## src/rtl/uart_alu_sequencer.sv

```systemverilog
// uart_alu_sequencer: gathers A, B and opcode bytes from the UART receiver,
// drives the ALU, then hands the result byte to the UART transmitter.
module uart_alu_sequencer #(
    parameter int DATA_WIDTH     = 8,
    parameter int OP_WIDTH       = 6,
    parameter int TIMEOUT_CYCLES = 100000
) (
    input  logic                  i_clock,
    input  logic                  i_reset,
    input  logic                  i_rx_done,
    input  logic [DATA_WIDTH-1:0] i_rx_data,
    input  logic [DATA_WIDTH-1:0] i_alu_result,
    input  logic                  i_tx_done,
    output logic [DATA_WIDTH-1:0] o_alu_a,
    output logic [DATA_WIDTH-1:0] o_alu_b,
    output logic [OP_WIDTH-1:0]   o_alu_op,
    output logic                  o_tx_start,
    output logic [DATA_WIDTH-1:0] o_tx_data,
    output logic                  o_busy,
    output logic                  o_timeout
);

    // A zero-width counter is not legal, so keep one bit when disabled.
    localparam int CNT_W = (TIMEOUT_CYCLES > 0) ? $clog2(TIMEOUT_CYCLES + 1) : 1;
    localparam logic [CNT_W-1:0] CNT_LAST = CNT_W'(TIMEOUT_CYCLES - 1);
    localparam logic [CNT_W-1:0] CNT_ONE  = CNT_W'(1);

    typedef enum logic [2:0] {
        WAIT_A,
        WAIT_B,
        WAIT_OP,
        COMPUTE,
        SEND,
        WAIT_TX
    } state_t;

    state_t                state_q, state_d;
    logic [CNT_W-1:0]      cnt_q, cnt_d;
    logic [DATA_WIDTH-1:0] alu_a_q, alu_a_d;
    logic [DATA_WIDTH-1:0] alu_b_q, alu_b_d;
    logic [OP_WIDTH-1:0]   alu_op_q, alu_op_d;
    logic [DATA_WIDTH-1:0] tx_data_q, tx_data_d;
    logic                  tx_start_q, tx_start_d;
    logic                  busy_q, busy_d;
    logic                  timeout_q, timeout_d;
    logic                  terminal;
    logic                  unused_rx_hi;

    // Only the low opcode bits of the third byte are meaningful.
    always_comb unused_rx_hi = ^i_rx_data;

    // Terminal count of the inter-byte timer; never true when disabled.
    always_comb terminal = (TIMEOUT_CYCLES > 0) && (cnt_q == CNT_LAST);

    // Next-state, operand capture, timeout and registered output decode.
    always_comb begin
        state_d   = state_q;
        cnt_d     = cnt_q;
        alu_a_d   = alu_a_q;
        alu_b_d   = alu_b_q;
        alu_op_d  = alu_op_q;
        tx_data_d = tx_data_q;
        timeout_d = 1'b0;
        unique case (state_q)
            WAIT_A: begin
                cnt_d = '0;
                if (i_rx_done) begin
                    alu_a_d = i_rx_data;
                    state_d = WAIT_B;
                end
            end
            WAIT_B: begin
                if (i_rx_done) begin
                    alu_b_d = i_rx_data;
                    state_d = WAIT_OP;
                    cnt_d   = '0;
                end else if (terminal) begin
                    state_d   = WAIT_A;
                    timeout_d = 1'b1;
                    cnt_d     = '0;
                end else if (TIMEOUT_CYCLES > 0) begin
                    cnt_d = cnt_q + CNT_ONE;
                end
            end
            WAIT_OP: begin
                if (i_rx_done) begin
                    alu_op_d = i_rx_data[OP_WIDTH-1:0];
                    state_d  = COMPUTE;
                    cnt_d    = '0;
                end else if (terminal) begin
                    state_d   = WAIT_A;
                    timeout_d = 1'b1;
                    cnt_d     = '0;
                end else if (TIMEOUT_CYCLES > 0) begin
                    cnt_d = cnt_q + CNT_ONE;
                end
            end
            COMPUTE: begin
                tx_data_d = i_alu_result;
                state_d   = SEND;
            end
            SEND: begin
                state_d = WAIT_TX;
            end
            WAIT_TX: begin
                if (i_tx_done) begin
                    state_d = WAIT_A;
                end
            end
            default: begin
                state_d = WAIT_A;
                cnt_d   = '0;
            end
        endcase
        tx_start_d = (state_d == SEND);
        busy_d     = (state_d == COMPUTE) || (state_d == SEND) ||
                     (state_d == WAIT_TX);
    end

    // State and output registers; reset wins over every other event.
    always_ff @(posedge i_clock) begin
        if (i_reset) begin
            state_q    <= WAIT_A;
            cnt_q      <= '0;
            alu_a_q    <= '0;
            alu_b_q    <= '0;
            alu_op_q   <= '0;
            tx_data_q  <= '0;
            tx_start_q <= 1'b0;
            busy_q     <= 1'b0;
            timeout_q  <= 1'b0;
        end else begin
            state_q    <= state_d;
            cnt_q      <= cnt_d;
            alu_a_q    <= alu_a_d;
            alu_b_q    <= alu_b_d;
            alu_op_q   <= alu_op_d;
            tx_data_q  <= tx_data_d;
            tx_start_q <= tx_start_d;
            busy_q     <= busy_d;
            timeout_q  <= timeout_d;
        end
    end

    assign o_alu_a    = alu_a_q;
    assign o_alu_b    = alu_b_q;
    assign o_alu_op   = alu_op_q;
    assign o_tx_data  = tx_data_q;
    assign o_tx_start = tx_start_q;
    assign o_busy     = busy_q;
    assign o_timeout  = timeout_q;

endmodule

```

## config.mk

```make
export PLATFORM = sky130hd
export DESIGN_NAME = uart_alu_sequencer
export DESIGN_NICKNAME = d
export VERILOG_FILES = /design/src/rtl/uart_alu_sequencer.sv
export SDC_FILE = /design/constraint.sdc
export NUM_CORES = 1
export LEC_CHECK = 0
export CAP_MARGIN = 20
export CORE_AREA = 2 2 77 79
export CTS_CLUSTER_SIZE = 14
export DETAILED_ROUTE_END_ITERATION = 8
export DIE_AREA = 0 0 79 81
export PLACE_DENSITY = 0.76
export RECOVER_POWER = 100
export SKIP_LAST_GASP = 1
export SYNTH_ARGS = -nofsm -noshare
export SYNTH_HDL_FRONTEND = slang
export SYNTH_SLANG_ARGS = --single-unit
```

## constraint.sdc

```tcl
create_clock -name i_clock -period 2 [get_ports i_clock]
set_clock_uncertainty 0.05 [all_clocks]
set_input_delay 0.4 -clock i_clock [delete_from_list [all_inputs] [get_ports i_clock]]
set_output_delay 0.4 -clock i_clock [all_outputs]
set_load 0.005 [all_outputs]
```

* Yosys cells after proc, flatten, opt, wreduce, memory -nomap -nowiden
Index checks and enable logic that the tools add are counted.
** Storage, ports and cells
- Register bits after elaboration :: 53
- Logic and storage cells :: 39
- Output and inout port bits :: 33
- Input bits :: 20
** Cells by class
- Bitwise logic cells :: 1
- Mux-type cells :: 10
- Equality and inequality tests :: 9
- Reduce and logical (&&, ||, !) cells :: 9
- Add/sub/neg operators :: 1
** Operators by type and width (number)
- 17-bit two-way mux :: 2
- 17-bit one-hot mux with 2 select lines :: 1
- 3-bit one-hot mux with 6 select lines :: 1
- 17-bit by 1-bit adder with 17-bit output (second input constant) :: 1
- 17-bit equality test (second input constant) :: 1
- 3-bit two-way mux :: 5
- 3-bit equality test (second input constant) :: 4
- 3-bit by 2-bit equality test with 1-bit output (second input constant) :: 3
- 2-bit AND reduction :: 3
- 3-bit OR reduction :: 2
- 3-bit by 1-bit equality test with 1-bit output (second input constant) :: 1
- 3-bit zero test :: 1
- 1-bit logical OR :: 2
- 2-bit OR reduction :: 1
- 1-bit two-way mux :: 1
- 1-bit NOT :: 1

* Logic depth before layout (Yosys ltp)
- Depth in word-level cells :: 7
- Gate-level depth with buffers :: 7
- Mapped depth without buffers :: 5

* Worst setup path after synthesis
OpenSTA, ideal clock, no wires.
- Path kind :: register to register
- From :: reg cnt_q[0]
- To :: reg cnt_q[14]
- Data arrival time :: 1596 ps
- Setup slack :: 230 ps
- Cell stages (with the launch flop) :: 6
- Data required time :: 1826 ps
- Setup time :: 124 ps
- Path buffers :: 0
- Cell sequence :: dfxtp_1 ha_1 nand4_2 or4_2 nand3_1 a31oi_1
** On the way
- Cells in the longest elaborated chain, start to end :: 4
- Elaborated cells between the ends (all ways) :: 5
** Ends and longest elaborated chain
- start: declaration :: RTL line 38 : logic [CNT_W-1:0] cnt_q, cnt_d;
- start signal: assignment :: RTL line 134 : cnt_q <= cnt_d;
- 17-bit by 1-bit adder with 17-bit output / 17-bit equality test (equally long branches) :: RTL line 82, 95, 53
- 17-bit two-way mux (*) :: RTL line 77 : end else if (terminal) begin
- 17-bit two-way mux (*) :: RTL line 73 : if (i_rx_done) begin
- 17-bit one-hot mux with 2 select lines (*) :: RTL line 64 : unique case (state_q)
Mark *: on every way between the ends. The rest lies on a longest branch, timed or not.
A chain may end at the register's enable or synchronous reset.

* Worst setup path after layout
- From :: reg cnt_q[0]
- To :: reg cnt_q[16]
Same word-level chain as after synthesis.

==> results_dict.tcl <==
set metrics [dict create \
    synth_seq_cells 53 \
    place_congestion 0.838 \
    cp_data_required_time_ns 2.19 \
    max_cap_viol_count 0 \
    wl_per_cell_um 13.3 \
    ioPinCount 53 \
    num_rows 28 \
    route.detailed.drc 0 \
    fmax_mhz 545 \
    critPathLaunch "cnt_q[0]$_SDFFE_PP0N_" \
    clock_sinks 53 \
    synth_nets 303 \
    h-tree-depth 2 \
    post_dp_cell_area_mm2 0.00306 \
    reg2reg_depth 5 \
    ys_seq_area_frac 0.449 \
    die_x_um 79 \
    cpLargestDelayFamily "simple AND/OR/NAND/NOR gates" \
    critical_path_depth 5 \
    synth_edf_count 0 \
    drtIter0Drc 174 \
    cts.path.max_buffers 2 \
    endpoint "cnt_q[16]$_SDFFE_PP0N_" \
    coreArea_mm2 0.00568 \
    final_cells 415 \
    period_share 0.918 \
    critical-path-slowest-cell "or4_1" \
    ys_async_sr_fraction 0 \
    clk_pin_slew_worst_paths_ns 0.10 \
    p_leak_uw 0.00115 \
    vias 2193 \
    hold_buffers 0 \
    insertion_delay_ns 0.31 \
    firstDrtPassIters 4 \
    antenna_left 0 \
    hold_path.class "flop to flop" \
    syn_avg_cell_area_um2 8.38 \
    grt_overflow 0 \
    worstMarginPinSlew_ns 0.571 \
    yosys_warnings 0 \
    worst-r2r-setup-slack_ns 0.16 \
    rr_endpoint "cnt_q[16]$_SDFFE_PP0N_" \
    grt_max_degree 30 \
    dieArea_mm2 0.00640 \
    setup_tns_ns 0 \
    antenna_found_initial 0 \
    critPathMaxFanout 6 \
    grt_pass1_wl_mm 9.01 \
    multiInputGateArea_mm2 0.00118 \
    slew_headroom 0.616 \
    tritoncts "built" \
    io_buffers 52 \
    diodes 0 \
    crit_type "flop to flop" \
    drive_gt1_frac 0.0971 \
    area_growth_pct 32.5 \
    yosys.area.top_type_share 0.449 \
    cts_setup_buffers 0 \
    vdd_drop_max_mv 0.340 \
    dp_cells 407 \
    maxSlewViolCount 0 \
    grt_use_total 0.175 \
    path_buf_inv 0 \
    hpwl_mm 3.92 \
    vias_per_cell 5.28 \
    fin_area_mm2 0.00313 \
    dominantRegCellSynth "dfxtp_1" \
    synth_cell_type_count 48 \
    slowest_delay_ns 0.59 \
    syn_area_mm2 0.00236 \
    synth_area_leaders "dfxtp_1 45%, nand2_1 9.7%, a21oi_1 6.4%, a31oi_1 4.2%, mux2i_1 3.4%" \
    worstSetupStartpointType "flop" \
    r2r-start "cnt_q[0]$_SDFFE_PP0N_" \
    rsz0062_at_grt "false" \
    start_util 0.416 \
    nNetsFinal 360 \
    yosys.area.top_type "dfxtp_1" \
    p_per_area_mw_per_mm2 634 \
    drt_wl_total_mm 5.51 \
    path_cells "ha_2 > nand4_2 > or4_1 > nand4b_1 > a31oi_1" \
    register_area_mm2 0.00106 \
    end_kind "flop" \
    die_h_um 81 \
    setup_viol 0 \
    finalCriticalPeriod_ns 1.84 \
    cts-root-buf "clkbuf_8" \
    grt_pass1_vias 1965 \
    synthCells 282 \
    outcome "finished clean" \
    cts_buffers 5 \
    hold_viol 0 \
    fill_cells 530 \
    critPathArrivalTime_ns 2.03 \
]
-- routing by layer --
metal | vias up | wire [um] | GRT usage
li1 | 1126 | - | -
met1 | 1016 | 2640 | 0.230
met2 | 45 | 2570 | 0.285
met3 | 6 | 229 | 0.0422
met4 | 0 | 68 | 0.0569
met5 | - | 0 | 0
-- how the worst min path moves through the flow --
stage                         startpoint                        end  depth (start not counted)
5_1_grt          o_alu_b[0]$_SDFFE_PP0P_    o_alu_b[0]$_SDFFE_PP0P_                          2
4_1_cts          o_alu_a[6]$_SDFFE_PP0P_    o_alu_a[6]$_SDFFE_PP0P_                          2
3_3_place_gp   o_tx_data[5]$_SDFFE_PP0P_  o_tx_data[5]$_SDFFE_PP0P_                          2
6_report         o_alu_b[6]$_SDFFE_PP0P_    o_alu_b[6]$_SDFFE_PP0P_                          2
3_5_place_dp     o_alu_b[6]$_SDFFE_PP0P_    o_alu_b[6]$_SDFFE_PP0P_                          2
2_1_floorplan     cnt_q[15]$_SDFFE_PP0N_     cnt_q[15]$_SDFFE_PP0N_                          1
-- state kept, by name, summed over array words and instances, names as in the netlist --
| register | cells |
|---|---|
| cnt_q | 17 |
| o_alu_a | 8 |
| o_alu_b | 8 |
| o_tx_data | 8 |
| o_alu_op | 6 |
| state_q | 3 |
| o_busy | 1 |
| o_timeout | 1 |
| o_tx_start | 1 |
-- cell type report --
cell class              instances  share of cell area
clock buffers                   5              0.0220
clock inverters                 3             0.00679
inverters                       5             0.00600
multi-input cells             207               0.378
flip-flops and latches         53               0.339
well taps                      75              0.0300
repair buffers                 67               0.218
-- tightest hold or removal path, stage by stage (launching register included) --
cell and delay, ns:
dfxtp_1 0.32, nand2_1 0.05, a21oi_1 0.05
-- Yosys cell counts, types with 4 or more instances --
cell,n
a31oi_1,16
nand4_1,7
nor3_1,4
nor2_1,12
buf_2,6
dfxtp_1,53
mux2i_1,8
nand2_1,61
clkbuf_1,8
nand3_1,10
inv_1,5
a21oi_1,30
nand2b_1,4
nand3b_1,4
o21ai_0,6
-- cells in the final DEF (no fill, tap or decap), types with 5 or more instances in the layout --
cell type / n
dfxtp_1: 53
clkbuf_8: 5
inv_1: 5
a31oi_1: 16
clkdlybuf4s50_1: 18
nand3_1: 10
nor2_1: 13
o21ai_0: 6
mux2i_1: 8
nand2_1: 61
nand4_1: 7
dlygate4sd3_1: 34
a21oi_1: 30
buf_4: 11
-- power breakdown --
group          switching [uW]  internal [uW]  total, uW
logic                     121            137        258
clock network             367            249        616
registers                22.8           1090       1110
-- metrics by stage --
step                hold WS [ns]  total power [uW]  utilization  setup slack [ns]
detailed placement         0.396              1410        0.539            0.0389
finish                     0.407              1980        0.552             0.164
global route               0.429              2070        0.552            0.0325
floorplan                  0.398              1260            -             0.230
CTS                        0.410              2020        0.555             0.128
global placement           0.391              1410        0.539            0.0699
-- kinds of logic after synthesis --
| logic type | share of synthesized area |
|---|---|
| simple gates | 0.280 |
| compound gates | 0.180 |
| flops | 0.449 |
| buf+inv | 0.0413 |
| mux | 0.0339 |
| xor+xnor | 0.0111 |
| fa+ha+maj | 0.00529 |
-- what timing repair did --
action,in CTS,in global routing
endpoints found under the hold margin,0,0
endpoints found under the setup margin,0,1
resized for setup,0,1
Note: power is estimated with default switching activity, not from simulation.
